`config.mk`:
```
export PLATFORM = sky130hd
export DESIGN_NAME = token_ring_rotator_flat
export DESIGN_NICKNAME = d
export VERILOG_FILES = /design/src/rtl/token_ring_rotator_if.sv /design/src/rtl/token_ring_rotator.sv /design/src/flat_wrapper.sv
export SDC_FILE = /design/constraint.sdc
export NUM_CORES = 1
export LEC_CHECK = 0
export CORE_UTILIZATION = 50
export DETAILED_ROUTE_END_ITERATION = 16
export PLACE_DENSITY = 0.88
export SLEW_MARGIN = 20
export SYNTH_ARGS = -nofsm -noshare
export SYNTH_HDL_FRONTEND = slang
export SYNTH_SLANG_ARGS = --single-unit
```
`constraint.sdc`:
```
create_clock -name clk -period 1.8 [get_ports clk]
set_input_delay 0.36 -clock clk [delete_from_list [all_inputs] [get_ports clk]]
set_output_delay 0.36 -clock clk [all_outputs]
set_load 0.05 [all_outputs]
```
`src/rtl/token_ring_rotator_if.sv`:
```
// Request/ring bundle for token_ring_rotator: control, load and rotate inputs
// driven by the master, registered ring contents and run status from the slave.
interface token_ring_rotator_if #(
    parameter int N       = 4,
    parameter int SHAMT_W = 2,
    parameter int CNT_W   = 8
);
    logic               load;
    logic [N-1:0]       datain;
    logic               en;
    logic               start;
    logic               dir;
    logic [SHAMT_W-1:0] shamt;
    logic [CNT_W-1:0]   nrot;
    logic [N-1:0]       data;
    logic               busy;
    logic               done;

    modport master (
        output load, datain, en, start, dir, shamt, nrot,
        input  data, busy, done
    );

    modport slave (
        input  load, datain, en, start, dir, shamt, nrot,
        output data, busy, done
    );
endinterface

```
`src/rtl/token_ring_rotator.sv`:
```
// N-bit rotating ring with parallel load, single-step rotate and a counted
// multi-step run (IDLE -> RUN -> DONE) that freezes its settings at start.
module token_ring_rotator #(
    parameter int N       = 4,
    parameter int SHAMT_W = 2,
    parameter int CNT_W   = 8
) (
    input  logic                 clk,
    input  logic                 rst,
    token_ring_rotator_if.slave  bus
);
    typedef enum logic [1:0] {IDLE, RUN, DONE} state_t;

    state_t             state_q, state_d;
    logic [N-1:0]       data_q,  data_d;
    logic [CNT_W-1:0]   cnt_q,   cnt_d;
    logic [SHAMT_W-1:0] k_q,     k_d;
    logic               dir_q,   dir_d;

    function automatic logic [SHAMT_W-1:0] step_of(input logic [SHAMT_W-1:0] s);
        return SHAMT_W'(32'(s) % 32'(N));
    endfunction

    // Doubling the ring turns a rotate by k < N into a plain shift.
    function automatic logic [N-1:0] rotate(input logic [N-1:0] d,
                                            input logic [SHAMT_W-1:0] k,
                                            input logic left);
        logic [2*N-1:0] dd;
        dd = {d, d};
        if (left) begin
            dd = dd << k;
            return dd[2*N-1:N];
        end
        dd = dd >> k;
        return dd[N-1:0];
    endfunction

    always_comb begin
        state_d = state_q;
        data_d  = data_q;
        cnt_d   = cnt_q;
        k_d     = k_q;
        dir_d   = dir_q;
        case (state_q)
            IDLE: begin
                if (bus.load) begin
                    data_d = bus.datain;
                end else if (bus.start) begin
                    k_d     = step_of(bus.shamt);
                    dir_d   = bus.dir;
                    cnt_d   = bus.nrot;
                    state_d = (bus.nrot == '0) ? DONE : RUN;
                end else if (bus.en) begin
                    data_d = rotate(data_q, step_of(bus.shamt), bus.dir);
                end
            end
            RUN: begin
                data_d = rotate(data_q, k_q, dir_q);
                cnt_d  = cnt_q - 1'b1;
                if (cnt_q == CNT_W'(1)) state_d = DONE;
            end
            DONE:    state_d = IDLE;
            default: state_d = IDLE;
        endcase
    end

    always_ff @(posedge clk) begin
        if (rst) begin
            state_q <= IDLE;
            data_q  <= '0;
            cnt_q   <= '0;
            k_q     <= '0;
            dir_q   <= 1'b0;
        end else begin
            state_q <= state_d;
            data_q  <= data_d;
            cnt_q   <= cnt_d;
            k_q     <= k_d;
            dir_q   <= dir_d;
        end
    end

    assign bus.data = data_q;
    assign bus.busy = (state_q == RUN);
    assign bus.done = (state_q == DONE);
endmodule
```
`src/flat_wrapper.sv`:
```
// flat-port wrapper written by rule: the top's interface ports become plain ports
module token_ring_rotator_flat 
#(
    parameter int N       = 4,
    parameter int SHAMT_W = 2,
    parameter int CNT_W   = 8
)
  (clk, rst, bus_load, bus_datain, bus_en, bus_start, bus_dir, bus_shamt, bus_nrot, bus_data, bus_busy, bus_done);
  token_ring_rotator_if #(.N(N), .SHAMT_W(SHAMT_W), .CNT_W(CNT_W)) bus_i ();
  input  logic clk;
  input  logic rst;
  input wire logic [$bits(bus_i.load)-1:0] bus_load;
  input wire logic [$bits(bus_i.datain)-1:0] bus_datain;
  input wire logic [$bits(bus_i.en)-1:0] bus_en;
  input wire logic [$bits(bus_i.start)-1:0] bus_start;
  input wire logic [$bits(bus_i.dir)-1:0] bus_dir;
  input wire logic [$bits(bus_i.shamt)-1:0] bus_shamt;
  input wire logic [$bits(bus_i.nrot)-1:0] bus_nrot;
  output wire logic [$bits(bus_i.data)-1:0] bus_data;
  output wire logic [$bits(bus_i.busy)-1:0] bus_busy;
  output wire logic [$bits(bus_i.done)-1:0] bus_done;
  assign bus_i.load = bus_load;
  assign bus_i.datain = bus_datain;
  assign bus_i.en = bus_en;
  assign bus_i.start = bus_start;
  assign bus_i.dir = bus_dir;
  assign bus_i.shamt = bus_shamt;
  assign bus_i.nrot = bus_nrot;
  assign bus_data = bus_i.data;
  assign bus_busy = bus_i.busy;
  assign bus_done = bus_i.done;
  token_ring_rotator #(.N(N), .SHAMT_W(SHAMT_W), .CNT_W(CNT_W)) u_core (.clk(clk), .rst(rst), .bus(bus_i));
endmodule
```
==> impl_metrics.json, run 1 <==
{
  "clk_transition_reported_paths_ns": 0.09,
  "yosys.area.top_type_share_pct": 23.5,
  "core.rowCount": 19,
  "synth.yosys.warnings": 0,
  "port_buffers": 25,
  "cts_tree": "yes",
  "yosysSeqAreaShare_pct": 23.5,
  "timing_worst_setup_path_type": "input port to flop",
  "vias_in_the_first_global_route": 1320,
  "avg_vias_per_cell": 6.05,
  "postRouteAntennaNets": 0,
  "leakage_uw": 0.000733,
  "max-cap-violations": 0,
  "detailedPlace.worstSlack_ns": -0.395,
  "synth_cells": 184,
  "drc_errors": 0,
  "grt_use_total_pct": 24.2,
  "grt_antenna_before_repair": 0,
  "slew-limit-headroom_pct": 68.6,
  "final_hold_viol_count": 0,
  "initial_utilization_pct": 52.5,
  "die-height_microns": 55.8,
  "worst_path_fanout_max": 2,
  "worstSetupStartpointType": "input port",
  "endpoint_kind": "flop",
  "finalSetupViolCount": 0,
  "tritoncts_num_sinks": 17,
  "grt_max_degree": 16,
  "ys_top_cells_by_count": "sky130_fd_sc_hd__nor2_1, sky130_fd_sc_hd__a21oi_1, sky130_fd_sc_hd__dfxtp_1",
  "holdWs_ns": 0.495,
  "status": "complete, no violations",
  "fin_total_pwr_uw": 1120,
  "finalWorstSetupSlack_ns": 0.102,
  "layout_worst_path_cycle_share_pct": 94.3,
  "synth.distinct_cells": 45,
  "die_width_microns": 55.8,
  "arrival_time_reported_for_the_critical_path_endpoint_ns": 1.92,
  "top_count_cell_post_synth": "sky130_fd_sc_hd__nor2_1",
  "overflow": 0,
  "finish.net_count": 237,
  "design.die.area_sq_mm": 0.00311,
  "yosys_most_used_dff": "sky130_fd_sc_hd__dfxtp_1",
  "buffer_type_at_the_clock_tree_root": "sky130_fd_sc_hd__clkbuf_4",
  "ir_worst_vdd_mv": 0.593,
  "htree_num_levels": 1,
  "hpwlAfterDp_microns": 2750,
  "tritoncts.num_buffers": 3,
  "synth_area_leader_cell": "sky130_fd_sc_hd__dfxtp_1",
  "wl_microns": 3660,
  "clk_path_buf_depth": 2,
  "synth.cell_area_sq_mm": 0.00145,
  "route.vias.total": 1483,
  "max_slew.worst_pin.slew_ns": 0.468,
  "slew_viol_final": 0,
  "postSynthNetCount": 206,
  "upper_clock_frequency_limit_mhz": 589,
  "cp_data_required_time_ns": 2.03,
  "antenna-diode-count": 0,
  "synth_enable_flop_cells": 0,
  "power_density_mw_per_mm2": 622,
  "area_of_the_core_region_sq_mm": 0.00276,
  "unrepaired_setup_endpoints_after_global_routing": "no",
  "min-delay-path-class": "flop to flop",
  "gp_congestion": 0.908,
  "ys_top_cells_by_area": "sky130_fd_sc_hd__dfxtp_1, sky130_fd_sc_hd__mux2i_1, sky130_fd_sc_hd__nor2_1",
  "avgRoutedWirePerCell_microns": 15.0,
  "finalCriticalPeriod_ns": 1.70,
  "clock_skew_ns": 0.00112,
  "postSynth.asyncResetShare_pct": 0,
  "first_pass_grt_wire_length_microns": 5930,
  "share_of_post_route_cells_with_drive_strength_above_1_pct": 22.4,
  "yosys_register_bits": 17,
  "flow.area_growth_from_synthesis_pct": 23.9,
  "pin_count": 26,
  "post_synth.cell_area_avg_sq_um": 7.87,
  "drtIter0Drc": 58,
  "detail_route.first_pass.iterations": 4,
  "clk_latency_ns": 0.29,
  "post_cts_buffers": 0,
  "hold_buffers": 0
}
-- path summary, 6_finish.rpt --
kind | slack [ns] | start | endpoint | cells after the start
max reg2reg | 0.10 | u_core.k_q[0] | u_core.bus.data[3] | 4
max | 0.10 | bus_en | u_core.bus.data[2] | 6
min reg2reg | 0.49 | u_core.cnt_q[5] | u_core.cnt_q[5] | 2
min | 0.49 | u_core.cnt_q[5] | u_core.cnt_q[5] | 2
-- logic make-up after synthesis --
logic type	Yosys count	synth area share (%)
simple gates	66	21.8
compound gates	50	23.2
buf+inv	27	11.5
mux	21	17.6
flops	17	23.5
fa+ha+maj	2	1.73
xor+xnor	1	0.605
-- per-stage QoR --
step	setup TNS, ns	area [sq um]	cells	utilization [%]
after CTS	0	1790	245	64.8
after global routing	0	1790	245	65.0
after detailed placement	-1.22	1750	241	63.4
after floorplan	0	1450	184	-
after global placement	-1.18	1750	241	63.4
final	0	1790	245	65.0
-- cell usage in the layout (no fill, tap or decap), types with 3 or more instances in the layout --
cell type,n
sky130_fd_sc_hd__a211oi_1,6
sky130_fd_sc_hd__a21oi_1,19
sky130_fd_sc_hd__a31oi_1,4
sky130_fd_sc_hd__buf_4,24
sky130_fd_sc_hd__clkbuf_4,3
sky130_fd_sc_hd__clkdlybuf4s50_1,16
sky130_fd_sc_hd__dfxtp_1,12
sky130_fd_sc_hd__dfxtp_2,5
sky130_fd_sc_hd__inv_1,9
sky130_fd_sc_hd__mux2_2,6
sky130_fd_sc_hd__mux2i_1,12
sky130_fd_sc_hd__mux4_2,3
sky130_fd_sc_hd__nand2_1,13
sky130_fd_sc_hd__nor2_1,27
sky130_fd_sc_hd__nor2b_1,3
sky130_fd_sc_hd__nor3_1,9
sky130_fd_sc_hd__nor4_1,4
sky130_fd_sc_hd__o21ai_0,3
sky130_fd_sc_hd__o22ai_1,3
-- timing repair --
action	4_1_cts	5_1_grt
pin swaps	1	0
setup endpoints to repair	1	2
gates resized for setup	2	3
-- critical path, stage by stage --
cell,delay [ns]
sky130_fd_sc_hd__clkdlybuf4s50_1,0.48
sky130_fd_sc_hd__or3b_2,0.48
sky130_fd_sc_hd__a21oi_1,0.15
sky130_fd_sc_hd__nor3_1,0.06
sky130_fd_sc_hd__a211o_1,0.28
sky130_fd_sc_hd__a21oi_1,0.13
-- cell type report --
type                       count  area, sq um
clock buffer                   4         26.3
multi-input combinational    140          953
sequential                    17          347
tap                           31         38.8
inverter                       9         33.8
timing repair buffer          44          394
fill                         230          965
-- registers in the layout (all words and copies together), names as in the netlist --
signal,cells
u_core.bus.data,4
u_core.cnt_q,8
u_core.dir_q,1
u_core.k_q,2
u_core.state_q,2
-- metal layers --
layer	up-vias	GRT usage, %	wire (microns)
met5	-	0	0
met4	0	10.4	97
met3	11	4.19	271
met2	66	38.0	1730
met1	681	32.5	1570
li1	725	-	-
-- power breakdown --
group	internal, uW	leakage (uW)	switching [uW]
clock network	86.4	0.0000150	121
logic	216	0.000576	225
registers	412	0.000142	55.4
Power figures use the tool's default switching activity.
==> run 2: changes to the inputs <==
--- a/config.mk
+++ b/config.mk
@@ -5,7 +5,9 @@
 export SDC_FILE = /design/constraint.sdc
 export NUM_CORES = 1
 export LEC_CHECK = 0
+export CORE_MARGIN = 2
 export CORE_UTILIZATION = 50
+export CTS_BUF_LIST = sky130_fd_sc_hd__clkbuf_4 sky130_fd_sc_hd__clkbuf_8 sky130_fd_sc_hd__clkbuf_16
 export DETAILED_ROUTE_END_ITERATION = 16
 export PLACE_DENSITY = 0.88
 export SLEW_MARGIN = 20
==> constraint.sdc (replaced) <==
create_clock -name clk -period 1.8 [get_ports clk]
set_input_delay 0.27 -clock clk [delete_from_list [all_inputs] [get_ports clk]]
set_output_delay 0.27 -clock clk [all_outputs]
set_load 0.05 [all_outputs]
==> run 2 against run 1 <==
Sequential power grew 1%. Worst setup slack improved by 0.0035 ns. Power is 0.78% higher. Sequential cell count unchanged. Critical path depth is 2 lower. Clock power up 3%. Global-route usage shrank 0.28 points. First-iteration DRC count is 31% higher. Combinational power is 1% lower. Clock skew is 0.0046 ns higher. Die area grew 7.3%. Via count down 1.9%. Largest cell class unchanged.
==> impl_metrics.json, run 2 (synthesized netlist as in run 1, its figures left out) <==
{
  "unrepaired_setup_endpoints_after_global_routing": "no",
  "overflow": 0,
  "area_of_the_core_region_sq_mm": 0.00276,
  "gp_congestion": 0.929,
  "share_of_post_route_cells_with_drive_strength_above_1_pct": 23.9,
  "drtIter0Drc": 76,
  "wl_microns": 3730,
  "die-height_microns": 57.8,
  "final_cell_area_sq_mm": 0.00179,
  "initial_utilization_pct": 52.5,
  "finalCriticalPeriod_ns": 1.69,
  "share_clk_of_total_power_pct": 19.0,
  "power_report.internal_total_uw": 711,
  "power_density_mw_per_mm2": 628,
  "post_dp_cell_area_sq_mm": 0.00174,
  "power_switching_uw": 413,
  "buffer_type_at_the_clock_tree_root": "sky130_fd_sc_hd__clkbuf_4",
  "clk_transition_reported_paths_ns": 0.10,
  "hpwlAfterDp_microns": 2770,
  "tritoncts.num_buffers": 3,
  "timing.reg2reg.worst_path_depth": 4,
  "drc_errors": 0,
  "design.die.area_sq_mm": 0.00334,
  "grt_max_degree": 16,
  "antenna-diode-count": 0,
  "top_register": "u_core.cnt_q",
  "power.switching_fraction_pct": 36.8,
  "clk_latency_ns": 0.29,
  "core.rowCount": 19,
  "finalSetupViolCount": 0,
  "timing_worst_setup_path_type": "flop to flop",
  "slew_viol_final": 0,
  "status": "complete, no violations",
  "endpoint_kind": "flop",
  "finish.net_count": 236,
  "grt_antenna_before_repair": 0,
  "clock_skew_ns": 0.00569,
  "leakage_uw": 0.000727,
  "worstSetupStartpointType": "flop",
  "port_buffers": 25,
  "clk_path_buf_depth": 2,
  "arrival_time_reported_for_the_critical_path_endpoint_ns": 1.89,
  "ir_worst_vdd_mv": 0.449,
  "avgRoutedWirePerCell_microns": 15.3,
  "tritoncts_num_sinks": 17,
  "p_seq_share_pct": 42.1,
  "vias_in_the_first_global_route": 1411,
  "avg_vias_per_cell": 5.96,
  "pin_count": 26,
  "layout_worst_path_cycle_share_pct": 94.1,
  "holdPathStages": 4,
  "max-cap-violations": 0,
  "worst_path_fanout_max": 13,
  "final_cell_mix": "sky130_fd_sc_hd__nor2_1, sky130_fd_sc_hd__buf_4, sky130_fd_sc_hd__a21oi_1",
  "finalNonFillerCells": 244,
  "flow.area_growth_from_synthesis_pct": 23.8,
  "htree_num_levels": 1,
  "final_hold_viol_count": 0,
  "first_pass_grt_wire_length_microns": 6310,
  "mostFrequentLayoutCell": "sky130_fd_sc_hd__nor2_1",
  "largest_register_ff_count": 8,
  "min-delay-path-class": "input port to flop",
  "grt_use_total_pct": 23.9,
  "comb_power_share_pct": 38.8,
  "postRouteAntennaNets": 0,
  "slew-limit-headroom_pct": 76.2,
  "route.vias.total": 1455,
  "max_slew.worst_pin.slew_ns": 0.348,
  "post-place-cells": 240,
  "detail_route.first_pass.iterations": 4,
  "upper_clock_frequency_limit_mhz": 590,
  "cp_data_required_time_ns": 1.99,
  "die_width_microns": 57.8,
  "cts_tree": "yes"
}
run 2: metal layers:
metal  GRT usage [%]  routed length, microns
met1            32.2                    1680
met2            40.3                    1720
met3            2.01                     264
met4            7.97                      59
met5               0                       0
run 2: through the flow:
stage	total power (uW)	utilization (%)	hold slack [ns]	setup TNS, ns	worst slack [ns]
floorplan	763	-	0.457	0	0.0371
global placement	887	63.2	0.470	-0.495	-0.244
detailed placement	903	63.2	0.486	-0.666	-0.313
CTS	1120	64.2	0.505	0	0.00715
global route	1190	65.0	0.523	0	0.00665
finish	1120	65.0	0.497	0	0.106
run 2: cell type report:
type / instances / area [sq um]
Tap cell: 31 / 38.8
Multi-Input combinational cell: 140 / 956
Timing Repair Buffer: 43 / 388
Fill cell: 224 / 966
Clock inverter: 1 / 5.00
Sequential cell: 17 / 348
Inverter: 9 / 33.8
Clock buffer: 3 / 22.5
run 2: what timing repair did:
action | 4_1_cts | 5_1_grt
setup endpoints to repair | 1 | 4
gates resized for setup | 1 | 6
setup buffers | 0 | 0
hold buffers | 0 | 0
run 2: critical path, stage by stage, from the launching register on:
cell and delay [ns]:
sky130_fd_sc_hd__dfxtp_2 0.41, sky130_fd_sc_hd__mux4_2 0.54, sky130_fd_sc_hd__a2111oi_4 0.37, sky130_fd_sc_hd__nor4_1 0.08, sky130_fd_sc_hd__a32o_1 0.20
run 2: power by group through the flow:
stage	Sequential, uW	Combinational, uW	Clock (uW)
2_1_floorplan	471	292	0
3_3_place_gp	475	412	0
3_5_place_dp	479	424	0
4_1_cts	471	427	221
5_1_grt	480	479	232
6_report	474	437	214
run 2: final timing paths:
path	to	start	slack, ns
setup / recovery	u_core.bus.data[0]	u_core.bus.data[3]	0.11
hold / removal	u_core.k_q[1]	bus_shamt[1]	0.50
setup reg to reg	u_core.bus.data[0]	u_core.bus.data[3]	0.11
hold reg to reg	u_core.cnt_q[5]	u_core.cnt_q[5]	0.51
